### src/rtl/stochastic_slice_engine_pkg.sv
// Shared constants for the stochastic slice engine: mode codes, LFSR tap masks
// and the per-lane/per-stream seed derivation.
package stochastic_pkg;

  localparam logic [1:0] MODE_PASS = 2'b00;
  localparam logic [1:0] MODE_ADD  = 2'b01;
  localparam logic [1:0] MODE_MUL  = 2'b10;

  localparam int unsigned STREAM_A = 0;
  localparam int unsigned STREAM_B = 1;
  localparam int unsigned STREAM_S = 2;

  // Right-shift Galois masks of maximal-length polynomials
  localparam logic [11:0] TAPS_W8  = 12'h0B8;
  localparam logic [11:0] TAPS_W10 = 12'h240;
  localparam logic [11:0] TAPS_W12 = 12'h829;

  function automatic logic [11:0] tap_mask(input int unsigned w);
    case (w)
      8:       tap_mask = TAPS_W8;
      10:      tap_mask = TAPS_W10;
      12:      tap_mask = TAPS_W12;
      default: tap_mask = 12'h000;
    endcase
  endfunction

  function automatic logic [9:0] base_seed(input int unsigned idx);
    case (idx % 8)
      0:       base_seed = 10'h2AA;
      1:       base_seed = 10'h155;
      2:       base_seed = 10'h333;
      3:       base_seed = 10'h0CC;
      4:       base_seed = 10'h3C3;
      5:       base_seed = 10'h23C;
      6:       base_seed = 10'h1E1;
      default: base_seed = 10'h0F5;
    endcase
  endfunction

  // Callers truncate to W and replace a zero seed by 1
  function automatic logic [11:0] seed(input int unsigned lane, input int unsigned stream,
                                       input logic [11:0] salt);
    seed = 12'(base_seed((3 * lane + stream) % 8)) ^ salt ^ 12'(lane);
  endfunction

endpackage

### src/rtl/stochastic_slice_engine_if.sv
// Handshake, operand and result bundle of the stochastic slice engine.
interface stochastic_slice_engine_if #(
  parameter int unsigned W       = 10,
  parameter int unsigned N_LANES = 2
);
  logic                   start;
  logic                   abort;
  logic [1:0]             mode;
  logic [N_LANES*W-1:0]   op_a;
  logic [N_LANES*W-1:0]   op_b;
  logic                   busy;
  logic                   done;
  logic [N_LANES*W-1:0]   result;
  logic [N_LANES-1:0]     wrap;

  modport master (output start, abort, mode, op_a, op_b,
                  input  busy, done, result, wrap);
  modport slave  (input  start, abort, mode, op_a, op_b,
                  output busy, done, result, wrap);
endinterface

### src/rtl/stochastic_slice_engine_lane.sv
// One lane: three LFSR serializers, the mode combiner and a saturating ones counter.
module stochastic_lane
  import stochastic_pkg::*;
#(
  parameter int unsigned    W      = 10,
  parameter logic [W-1:0]   SEED_A = W'(1),
  parameter logic [W-1:0]   SEED_B = W'(2),
  parameter logic [W-1:0]   SEED_S = W'(3)
) (
  input  logic         clk,
  input  logic         rst_n,
  input  logic         load,
  input  logic         step,
  input  logic [1:0]   mode,
  input  logic [W-1:0] a,
  input  logic [W-1:0] b,
  output logic [W-1:0] res_c,
  output logic         wrap_c
);

  localparam logic [W-1:0] TAPS    = W'(tap_mask(W));
  localparam logic [W-1:0] SEL_TH  = {1'b1, {(W-1){1'b0}}};
  localparam logic [W:0]   CNT_SAT = {1'b0, {W{1'b1}}};

  logic [W-1:0] lfsr_a;
  logic [W-1:0] lfsr_b;
  logic [W-1:0] lfsr_s;
  logic [W:0]   cnt_q;
  logic         bit_c;

  function automatic logic [W-1:0] lfsr_next(input logic [W-1:0] x);
    return (x >> 1) ^ (x[0] ? TAPS : '0);
  endfunction

  // Stream bit for this cycle; reserved mode falls back to PASS
  always_comb begin
    bit_c = (lfsr_a <= a);
    case (mode)
      MODE_ADD: bit_c = (lfsr_s <= SEL_TH) ? (lfsr_b <= b) : (lfsr_a <= a);
      MODE_MUL: bit_c = (lfsr_a <= a) && (lfsr_b <= b);
      default:  ;
    endcase
  end

  always_ff @(posedge clk or negedge rst_n) begin
    if (!rst_n) begin
      lfsr_a <= '0;
      lfsr_b <= '0;
      lfsr_s <= '0;
      cnt_q  <= '0;
    end else if (load) begin
      lfsr_a <= SEED_A;
      lfsr_b <= SEED_B;
      lfsr_s <= SEED_S;
      cnt_q  <= '0;
    end else if (step) begin
      lfsr_a <= lfsr_next(lfsr_a);
      lfsr_b <= lfsr_next(lfsr_b);
      lfsr_s <= lfsr_next(lfsr_s);
      if (bit_c && (cnt_q != CNT_SAT)) cnt_q <= cnt_q + (W+1)'(1);
    end
  end

  // ADD streams carry half the sum, so the count is doubled mod 2^W
  always_comb begin
    res_c  = cnt_q[W-1:0];
    wrap_c = 1'b0;
    if (mode == MODE_ADD) begin
      res_c  = {cnt_q[W-2:0], 1'b0};
      wrap_c = cnt_q[W-1];
    end
  end

endmodule

### src/rtl/stochastic_slice_engine.sv
// Multi-lane stochastic slice engine: control FSM, period counter, operand latches
// and the lane array.
module stochastic_slice_engine
  import stochastic_pkg::*;
#(
  parameter int unsigned W         = 10,
  parameter int unsigned N_LANES   = 2,
  parameter logic [11:0] SEED_SALT = 12'h2AA
) (
  input logic                   clk,
  input logic                   rst_n,
  stochastic_slice_engine_if.slave bus
);

  if (!(W == 8 || W == 10 || W == 12)) begin : g_bad_w
    $error("stochastic_slice_engine: W must be 8, 10 or 12");
  end

  localparam logic [2:0] IDLE    = 3'd0;
  localparam logic [2:0] LOAD    = 3'd1;
  localparam logic [2:0] RUN     = 3'd2;
  localparam logic [2:0] RESOLVE = 3'd3;
  localparam logic [2:0] DONE    = 3'd4;

  localparam int unsigned  VW          = N_LANES * W;
  localparam logic [W-1:0] PERIOD_LAST = {{(W-1){1'b1}}, 1'b0};

  logic [2:0]         state_q;
  logic [2:0]         state_d;
  logic               accept_c;
  logic [W-1:0]       period_q;
  logic [1:0]         mode_q;
  logic [VW-1:0]      op_a_q;
  logic [VW-1:0]      op_b_q;
  logic               busy_q;
  logic               done_q;
  logic [VW-1:0]      result_q;
  logic [N_LANES-1:0] wrap_q;
  logic [VW-1:0]      lane_res_c;
  logic [N_LANES-1:0] lane_wrap_c;

  // Next state; abort beats everything, start is only heard in IDLE/DONE
  always_comb begin
    state_d  = state_q;
    accept_c = 1'b0;
    if (bus.abort) begin
      state_d = IDLE;
    end else begin
      case (state_q)
        IDLE, DONE: if (bus.start) begin
          state_d  = LOAD;
          accept_c = 1'b1;
        end
        LOAD:    state_d = RUN;
        RUN:     if (period_q == PERIOD_LAST) state_d = RESOLVE;
        RESOLVE: state_d = DONE;
        default: state_d = IDLE;
      endcase
    end
  end

  always_ff @(posedge clk or negedge rst_n) begin
    if (!rst_n) begin
      state_q  <= IDLE;
      period_q <= '0;
      mode_q   <= MODE_PASS;
      op_a_q   <= '0;
      op_b_q   <= '0;
      busy_q   <= 1'b0;
      done_q   <= 1'b0;
      result_q <= '0;
      wrap_q   <= '0;
    end else begin
      state_q <= state_d;
      if (accept_c) begin
        mode_q <= bus.mode;
        op_a_q <= bus.op_a;
        op_b_q <= bus.op_b;
      end
      if (state_q == LOAD)     period_q <= '0;
      else if (state_q == RUN) period_q <= period_q + W'(1);
      busy_q <= !bus.abort && (state_q == LOAD || state_q == RUN || state_q == RESOLVE);
      done_q <= !bus.abort && !accept_c && (state_q == DONE);
      if (state_q == RESOLVE && !bus.abort) begin
        result_q <= lane_res_c;
        wrap_q   <= lane_wrap_c;
      end
    end
  end

  for (genvar i = 0; i < N_LANES; i++) begin : g_lane
    localparam logic [W-1:0] RAW_A = W'(seed(i, STREAM_A, SEED_SALT));
    localparam logic [W-1:0] RAW_B = W'(seed(i, STREAM_B, SEED_SALT));
    localparam logic [W-1:0] RAW_S = W'(seed(i, STREAM_S, SEED_SALT));

    stochastic_lane #(
      .W      (W),
      .SEED_A ((RAW_A == '0) ? W'(1) : RAW_A),
      .SEED_B ((RAW_B == '0) ? W'(1) : RAW_B),
      .SEED_S ((RAW_S == '0) ? W'(1) : RAW_S)
    ) u_lane (
      .clk    (clk),
      .rst_n  (rst_n),
      .load   (state_q == LOAD),
      .step   (state_q == RUN),
      .mode   (mode_q),
      .a      (op_a_q[i*W +: W]),
      .b      (op_b_q[i*W +: W]),
      .res_c  (lane_res_c[i*W +: W]),
      .wrap_c (lane_wrap_c[i])
    );
  end

  assign bus.busy   = busy_q;
  assign bus.done   = done_q;
  assign bus.result = result_q;
  assign bus.wrap   = wrap_q;

endmodule

### src/flat_wrapper.sv
// flat-port wrapper written by rule: the top's interface ports become plain ports
module stochastic_slice_engine_flat import stochastic_pkg::*;
#(
  parameter int unsigned W         = 10,
  parameter int unsigned N_LANES   = 2,
  parameter logic [11:0] SEED_SALT = 12'h2AA
)
  (clk, rst_n, bus_start, bus_abort, bus_mode, bus_op_a, bus_op_b, bus_busy, bus_done, bus_result, bus_wrap);
  stochastic_slice_engine_if #(.W(W), .N_LANES(N_LANES)) bus_i ();
  input logic clk;
  input logic rst_n;
  input wire logic [$bits(bus_i.start)-1:0] bus_start;
  input wire logic [$bits(bus_i.abort)-1:0] bus_abort;
  input wire logic [$bits(bus_i.mode)-1:0] bus_mode;
  input wire logic [$bits(bus_i.op_a)-1:0] bus_op_a;
  input wire logic [$bits(bus_i.op_b)-1:0] bus_op_b;
  output wire logic [$bits(bus_i.busy)-1:0] bus_busy;
  output wire logic [$bits(bus_i.done)-1:0] bus_done;
  output wire logic [$bits(bus_i.result)-1:0] bus_result;
  output wire logic [$bits(bus_i.wrap)-1:0] bus_wrap;
  assign bus_i.start = bus_start;
  assign bus_i.abort = bus_abort;
  assign bus_i.mode = bus_mode;
  assign bus_i.op_a = bus_op_a;
  assign bus_i.op_b = bus_op_b;
  assign bus_busy = bus_i.busy;
  assign bus_done = bus_i.done;
  assign bus_result = bus_i.result;
  assign bus_wrap = bus_i.wrap;
  stochastic_slice_engine #(.W(W), .N_LANES(N_LANES), .SEED_SALT(SEED_SALT)) u_core (.clk(clk), .rst_n(rst_n), .bus(bus_i));
endmodule
### config.mk
export PLATFORM = sky130hd
export DESIGN_NAME = stochastic_slice_engine_flat
export DESIGN_NICKNAME = d
export VERILOG_FILES = /design/src/rtl/stochastic_slice_engine_pkg.sv /design/src/rtl/stochastic_slice_engine_if.sv /design/src/rtl/stochastic_slice_engine_lane.sv /design/src/rtl/stochastic_slice_engine.sv /design/src/flat_wrapper.sv
export SDC_FILE = /design/constraint.sdc
export NUM_CORES = 1
export LEC_CHECK = 0
export ABC_AREA = 1
export CORE_UTILIZATION = 40
export DETAILED_ROUTE_END_ITERATION = 10
export DONT_BUFFER_PORTS = 1
export PLACE_DENSITY = 0.5
export SYNTH_ARGS = -nofsm -noshare
export SYNTH_HDL_FRONTEND = slang
export SYNTH_SLANG_ARGS = --single-unit
### constraint.sdc
create_clock -name clk -period 2.5 [get_ports clk]
set_clock_uncertainty 0.2 [all_clocks]
set_input_delay 0.5 -clock clk [delete_from_list [all_inputs] [get_ports clk]]
set_output_delay 0.5 -clock clk [all_outputs]
set_load 0.05 [all_outputs]
==> results by group, run 1 <==
Status
  • Status: finished with violations
  • Failing checks: negative hold slack

Route
  • WL/cell: 13.8 um
  • Routed Antenna Nets: 0
  • Routed vias/inst: 4.83
  • DRC: 0
  • Final WL: 16800 um
  • Starting DRT DRC Count: 357
  • First-pass DRT Iterations: 5
  • DR vias: 5874

Clocking
  • Hold_buf cts: 3
  • H-tree Lvls: 4
  • Worst-path clk slew: 70 ps
  • CTS Root Buffer Type: clkbuf_16
  • CTS tree: built
  • Clock net sink count: 161
  • Clock latency at the later pin of the worst-skew pair: 430 ps
  • # Post-CTS Setup Buffers: 0
  • CTS Buf Count: 17
  • Clock Path Buffers: 2

Global routing
  • First-pass GRT wire length: 28200 um
  • Vias in the first global route: 5623
  • Pin count of the biggest net entering global routing: 162
  • Gr usage total: 0.175
  • Total gr overflow: 0
  • Initial antenna violation count: 0

Setup path
  • Crit start category: register
  • R2R depth: 11
  • Crit. End Element: register
  • Setup Crit Path Kind: register to register
  • Crit path required time: 2670 ps
  • Crit Path Max Fanout: 12
  • Critical Path AT: 2310 ps

Synth
  • Syn Nets: 1036
  • Syn Inst Count: 944
  • #FFs+latches synth: 161
  • Ys Warns: 0
  • Mapped cell area: 8070 um2
  • Count of cell types in the netlist: 37
  • Avg Inst Size Synth: 8.55 um2
  • Seq/Total Area, Yosys: 0.499

Final layout
  • NumNets Final: 1029
  • Most frequent cells in the layout: 176 x nand2_1, 161 x dfrtp_1, 133 x inv_1
  • Most common cell after layout, fill and taps aside: nand2_1
  • Final Util: 0.456
  • Antenna diodes: 0
  • Layout cells sized above 1: 0.0779
  • Layout area overhead: 11.1%

Floorplan
  • Row count: 51
  • # IOs: 70
  • Die Height: 144 um
  • Initial core utilization: 0.411
  • DIE WIDTH: 144 um
  • Total Die Area: 20800 um2
  • Core Area: 19700 um2

Pwr
  • Power density over cell area: 1200 nW/um2
  • Pleak: 4.47 nW
  • IR drop worst, VDD: 0.000571 V

STA
  • Final period util: 0.856
  • Max-slew headroom: 0.625
  • Post-layout minimum cycle time: 2140 ps
  • Final setup viols: 0
  • Final Hold Fails: 161
  • Worst slew pin tran: 562 ps
  • Final TNS setup: 0 ps
  • Unrepaired setup endpoints after global routing: no
  • Hold Slack: -434 ps
  • Max Freq: 0.467 GHz
  • Final Max Tran Viols: 0

Placement
  • Gpl congestion: 0.769
  • Hpwl dp: 10900 um
  • Port Buf Inserts: 0

Min path
  • Min-Delay Path Class: input pin to async pin

Flow run
  • Number of max-cap violations: 0
## cell families (layout without fill, tap and decap cells)
family | Yosys count | after routing | share of synthesized area
adders and majority gates | 46 | 46 | 0.0713
DFF | 161 | 161 | 0.499
AOI/OAI and AO/OA | 153 | 153 | 0.112
xor gates and xnor gates | 23 | 23 | 0.0249
muxes | 5 | 5 | 0.00682
buffers and inverters | 191 | 197 | 0.0944
and+or+nand+nor | 365 | 365 | 0.191
## what timing repair did
| action | 4_1_cts | 5_1_grt |
|---|---|---|
| hold endpoints to repair | 165 | 161 |
| endpoints found under the setup margin | 0 | 0 |
| gates resized for setup | 0 | 0 |
## cells in the mapped netlist (all sizes together)
| cell | count | area (um2) |
|---|---|---|
| nand3 | 54 | 270 |
| mux2 | 4 | 45.0 |
| o21ai | 20 | 100 |
| nand2 | 181 | 692 |
| a2111oi | 1 | 8.76 |
| a21o | 2 | 15.0 |
| xnor2 | 10 | 87.6 |
| nand4 | 24 | 150 |
| o21bai | 2 | 15.0 |
| dfrtp | 161 | 4030 |
| inv | 147 | 552 |
| or2 | 1 | 6.26 |
| clkbuf | 17 | 63.8 |
| o22a | 6 | 52.6 |
| a2bb2oi | 1 | 8.76 |
| nor3 | 4 | 25.0 |
| xor2 | 13 | 114 |
| ha | 46 | 576 |
| nor3b | 1 | 7.51 |
| o22ai | 27 | 169 |
| mux2i | 1 | 10.0 |
| a31oi | 20 | 125 |
| nor2 | 100 | 393 |
| o31ai | 4 | 30.0 |
| a21oi | 57 | 285 |
| a22oi | 13 | 97.6 |
| buf | 27 | 146 |
## registers in the layout, summed over array words and instances (netlist names)
signal,count
u_core.g_lane.u_lane.lfsr_s,20
u_core.g_lane.u_lane.lfsr_a,20
u_core.op_a_q,20
u_core.bus.done,1
u_core.mode_q,2
u_core.op_b_q,20
u_core.g_lane.u_lane.cnt_q,22
u_core.g_lane.u_lane.lfsr_b,20
u_core.bus.result,20
u_core.bus.busy,1
u_core.state_q,3
u_core.period_q,10
u_core.bus.wrap,2
## final cells by class
class,count,area (um2)
Tap cell,265,332
Inverter,147,552
Timing Repair Buffer,18,155
Sequential cell,161,4030
Clock buffer,17,425
Clock inverter,15,181
Multi-Input combinational cell,592,3300
Fill cell,1973,10700
## through the flow
step / area, um2 / hold slack, ps / cells / power (mW) / setup WS, ps
2_1_floorplan: 8070 / 4.41 / 944 / 7.22 / 646
3_3_place_gp: 8330 / 10.3 / 1180 / 8.17 / 396
3_5_place_dp: 8330 / 9.96 / 1180 / 8.20 / 357
4_1_cts: 8970 / -457 / 1215 / 11.0 / 349
5_1_grt: 8970 / -460 / 1215 / 11.7 / 140
6_report: 8970 / -434 / 1215 / 10.8 / 359
## final timing paths
| kind | slack [ps] | end | from |
|---|---|---|---|
| min | -430 | u_core.op_a_q[4] | rst_n |
| max | 360 | u_core.g_lane[1].u_lane.cnt_q[2] | u_core.g_lane[1].u_lane.cnt_q[0] |
| min in group clk | 20 | u_core.op_b_q[0] | bus_op_b[0] |
| max in group asynchronous | 2180 | u_core.g_lane[1].u_lane.lfsr_s[1] | rst_n |
| max reg2reg | 360 | u_core.g_lane[1].u_lane.cnt_q[2] | u_core.g_lane[1].u_lane.cnt_q[0] |
| min reg2reg | 300 | u_core.g_lane[1].u_lane.lfsr_s[7] | u_core.g_lane[1].u_lane.lfsr_s[8] |
## worst max-delay path, cell delays in order, from the launching register on
cell	delay [ps]
dfrtp_1	450
ha_1	260
nand3_1	170
nor2_2	150
nand3_1	90
o21ai_1	120
inv_1	50
nand2_1	70
inv_2	100
nand2_2	220
nand3_1	110
nand2_1	80
## routing by layer
metal | vias to the layer above | track usage | part of all wire
li1 | 3056 | - | -
met1 | 2728 | 0.245 | 0.51
met2 | 75 | 0.274 | 0.45
met3 | 15 | 0.0291 | 0.024
met4 | 0 | 0.0554 | 0.013
met5 | - | 0 | 0
## power breakdown
group	internal, mW	leakage [nW]	switching [mW]
Clock	1.58	0.295	1.11
Sequential	3.47	1.95	1.05
Combinational	1.30	2.23	2.28
Total	6.35	4.47	4.44
No activity file was read; power rests on OpenSTA's default activity.
==> run 2, diff against run 1 <==
--- a/config.mk
+++ b/config.mk
@@ -7,6 +7,7 @@
 export LEC_CHECK = 0
 export ABC_AREA = 1
 export CORE_UTILIZATION = 40
+export CTS_CLUSTER_DIAMETER = 120
 export DETAILED_ROUTE_END_ITERATION = 10
 export DONT_BUFFER_PORTS = 1
 export PLACE_DENSITY = 0.5
==> constraint.sdc (replaced) <==
create_clock -name clk -period 2.17 [get_ports clk]
set_clock_uncertainty 0.2 [all_clocks]
set_input_delay 0.434 -clock clk [delete_from_list [all_inputs] [get_ports clk]]
set_output_delay 0.434 -clock clk [all_outputs]
set_load 0.05 [all_outputs]
==> run 2 against run 1 <==
Net effect: the run still ends with negative hold slack left; sequential power is 15% higher; count of clock-buffer cells in the layout is 6 higher; non-clock buffer count is 50 higher; largest power group unchanged; critical path depth stayed put; global-route usage is 0.46 points higher; cell count is 4.1% higher; sequential share of layout area is 2.5 points lower; register-to-register slack worse by 200 ps; flip-flop and latch count stayed put; die area stayed put.
==> results by group, run 2 (synthesized netlist as in run 1, its figures left out) <==
Route
  • Starting DRT DRC Count: 292 (-18%)
  • First-pass DRT Iterations: 5 (unchanged)
  • DRC: 0 (unchanged)
  • WL/cell: 13.8 um (-0.36%)
  • Final WL: 17500 um (+3.7%)
  • Routed Antenna Nets: 0 (unchanged)
  • DR vias: 6056 (+3.1%)
  • Routed vias/inst: 4.79 (-0.98%)

STA
  • Hold Slack: -496 ps (-62.1 ps)
  • Final TNS setup: 0 ps (unchanged)
  • Max-slew headroom: 0.619 (-0.00646)
  • Post-layout minimum cycle time: 2010 ps (-127 ps)
  • Final period util: 0.928 (+0.0719)
  • Final Max Tran Viols: 0 (unchanged)
  • Setup WS post-layout: 155 ps (-203 ps)
  • Max Freq: 0.496 GHz (+6.3%)
  • Final Hold Fails: 161 (unchanged)
  • Worst slew pin tran: 571 ps (+9.67 ps)
  • Final setup viols: 0 (unchanged)

Floorplan
  • Core Area: 19700 um2 (unchanged)
  • Row count: 51 (unchanged)
  • Total Die Area: 20800 um2 (unchanged)
  • DIE WIDTH: 144 um (unchanged)
  • # IOs: 70 (unchanged)
  • Die Height: 144 um (unchanged)
  • Initial core utilization: 0.411 (unchanged)

Setup path
  • Critical Path AT: 2120 ps (-190 ps)
  • Crit path required time: 2270 ps (-400 ps)
  • Crit start category: register
  • Crit Path Max Fanout: 7 (-5)
  • Crit. End Element: register
  • Setup Crit Path Kind: register to register

Placement
  • Port Buf Inserts: 0 (unchanged)
  • Placed cell count: 1190 (+0.85%)
  • Placed standard-cell area: 8420 um2 (+1.1%)
  • Hpwl dp: 11300 um (+3.5%)
  • Setup WS pre-CTS: 46.3 ps (-311 ps)
  • Gpl congestion: 0.756 (-1.7%)

Pwr
  • Total power draw: 12.8 mW (+19%)
  • Pleak: 4.71 nW (+5.4%)
  • IR drop worst, VDD: 0.000660 V (+16%)
  • Power density over cell area: 1340 nW/um2 (+12%)

Status
  • Status: finished with violations
  • Failing checks: negative hold slack

Global routing
  • Pin count of the biggest net entering global routing: 162 (unchanged)
  • Initial antenna violation count: 0 (unchanged)
  • First-pass GRT wire length: 29000 um (+2.7%)
  • Gr usage total: 0.179 (+0.00462)
  • Total gr overflow: 0 (unchanged)
  • Vias in the first global route: 5844 (+3.9%)

Final layout
  • Fillcell total: 1974 (+0.051%)
  • Layout cells sized above 1: 0.0950 (+0.0171)
  • Layout area overhead: 17.8%
  • Post-route insts no fill: 1265 (+4.1%)
  • Multi-input logic area: 3330 um2 (+1.1%)
  • FF+latch area: 4030 um2 (about the same)
  • Largest Register: u_core.g_lane.u_lane.cnt_q
  • Final Util: 0.484 (+0.0275)
  • Most frequent cells in the layout: 173 x nand2_1, 159 x dfrtp_1, 133 x inv_1
  • Most common cell after layout, fill and taps aside: nand2_1
  • Antenna diodes: 0 (unchanged)
  • NumNets Final: 1079 (+4.9%)
  • Max reg flops: 22 (unchanged)
  • Post-route cell area: 9510 um2 (+6.0%)

Clocking
  • CTS Buf Count: 17 (unchanged)
  • CTS tree: built
  • Clock net sink count: 161 (unchanged)
  • Clock latency at the later pin of the worst-skew pair: 420 ps (about the same)
  • CTS Root Buffer Type: clkbuf_16
  • H-tree Lvls: 4 (unchanged)
  • Clock Path Buffers: 2 (unchanged)
  • Hold_buf cts: 41 (+38)
  • Worst-path clk slew: 70 ps (about the same)

Flow run
  • Number of max-cap violations: 0 (unchanged)

Min path
  • Min-Delay Path Class: input pin to async pin
==> run 2: cell types whose count changed in the layout (fill, tap and decap cells not counted), sizes merged <==
| cell | before | now |
|---|---|---|
| dlygate4sd3 | 3 | 41 |
| buf | 15 | 27 |
| clkbuf | 17 | 23 |
| inv | 152 | 147 |
| clkinv | 5 | 4 |
==> run 2: final cells by class <==
type	instances	share of cell area
well taps	265	0.0349
multi-input cells	592	0.350
clock inverters	9	0.0136
repair buffers	68	0.0679
clock buffers	23	0.0513
inverters	147	0.0583
flip-flops and latches	161	0.424
==> run 2: what timing repair did <==
| item | 4_1_cts | 5_1_grt |
|---|---|---|
| setup buffers | 0 | 2 |
| resized for setup | 0 | 16 |
| endpoints found under the setup margin | 0 | 22 |
| hold endpoints to repair | 204 | 161 |
==> run 2: final timing paths <==
check	from	to	slack, ps	cells after the start
worst max-delay path	u_core.g_lane[0].u_lane.lfsr_a[9]	u_core.g_lane[0].u_lane.cnt_q[4]	160	11
worst max register to register	u_core.g_lane[0].u_lane.lfsr_a[9]	u_core.g_lane[0].u_lane.cnt_q[4]	160	11
max in group asynchronous	rst_n	u_core.state_q[1]	1930	0
worst min register to register	u_core.g_lane[1].u_lane.lfsr_s[1]	u_core.g_lane[1].u_lane.lfsr_s[0]	300	2
worst min-delay path	rst_n	u_core.op_a_q[4]	-500	0
min in group clk	bus_mode[1]	u_core.mode_q[1]	10	2
==> run 2: per-layer routing <==
| layer | share of wire | wire [um] | up-vias | global-route usage |
|---|---|---|---|---|
| met2 | 0.46 | 7990 | 75 | 0.285 |
| met4 | 0.0041 | 71 | 0 | 0.0392 |
| li1 | - | - | 3164 | - |
| met5 | 0 | 0 | - | 0 |
| met1 | 0.51 | 8940 | 2813 | 0.250 |
| met3 | 0.026 | 446 | 4 | 0.0371 |
==> run 2: report_power, final <==
group	total [mW]	internal, mW	switching, mW
sequential	5.20	4.00	1.19
combinational	4.45	1.69	2.76
clock	3.14	1.93	1.21
==> run 2: worst max-delay path, stage by stage, from the launching register on <==
cell,delay [ps]
dfrtp_1,390
ha_1,290
nand2_1,70
nor2_1,180
nand3_1,90
nand3_1,80
nand3_1,120
nand2_2,90
inv_2,80
buf_4,170
nand4_1,80
nand2_1,50
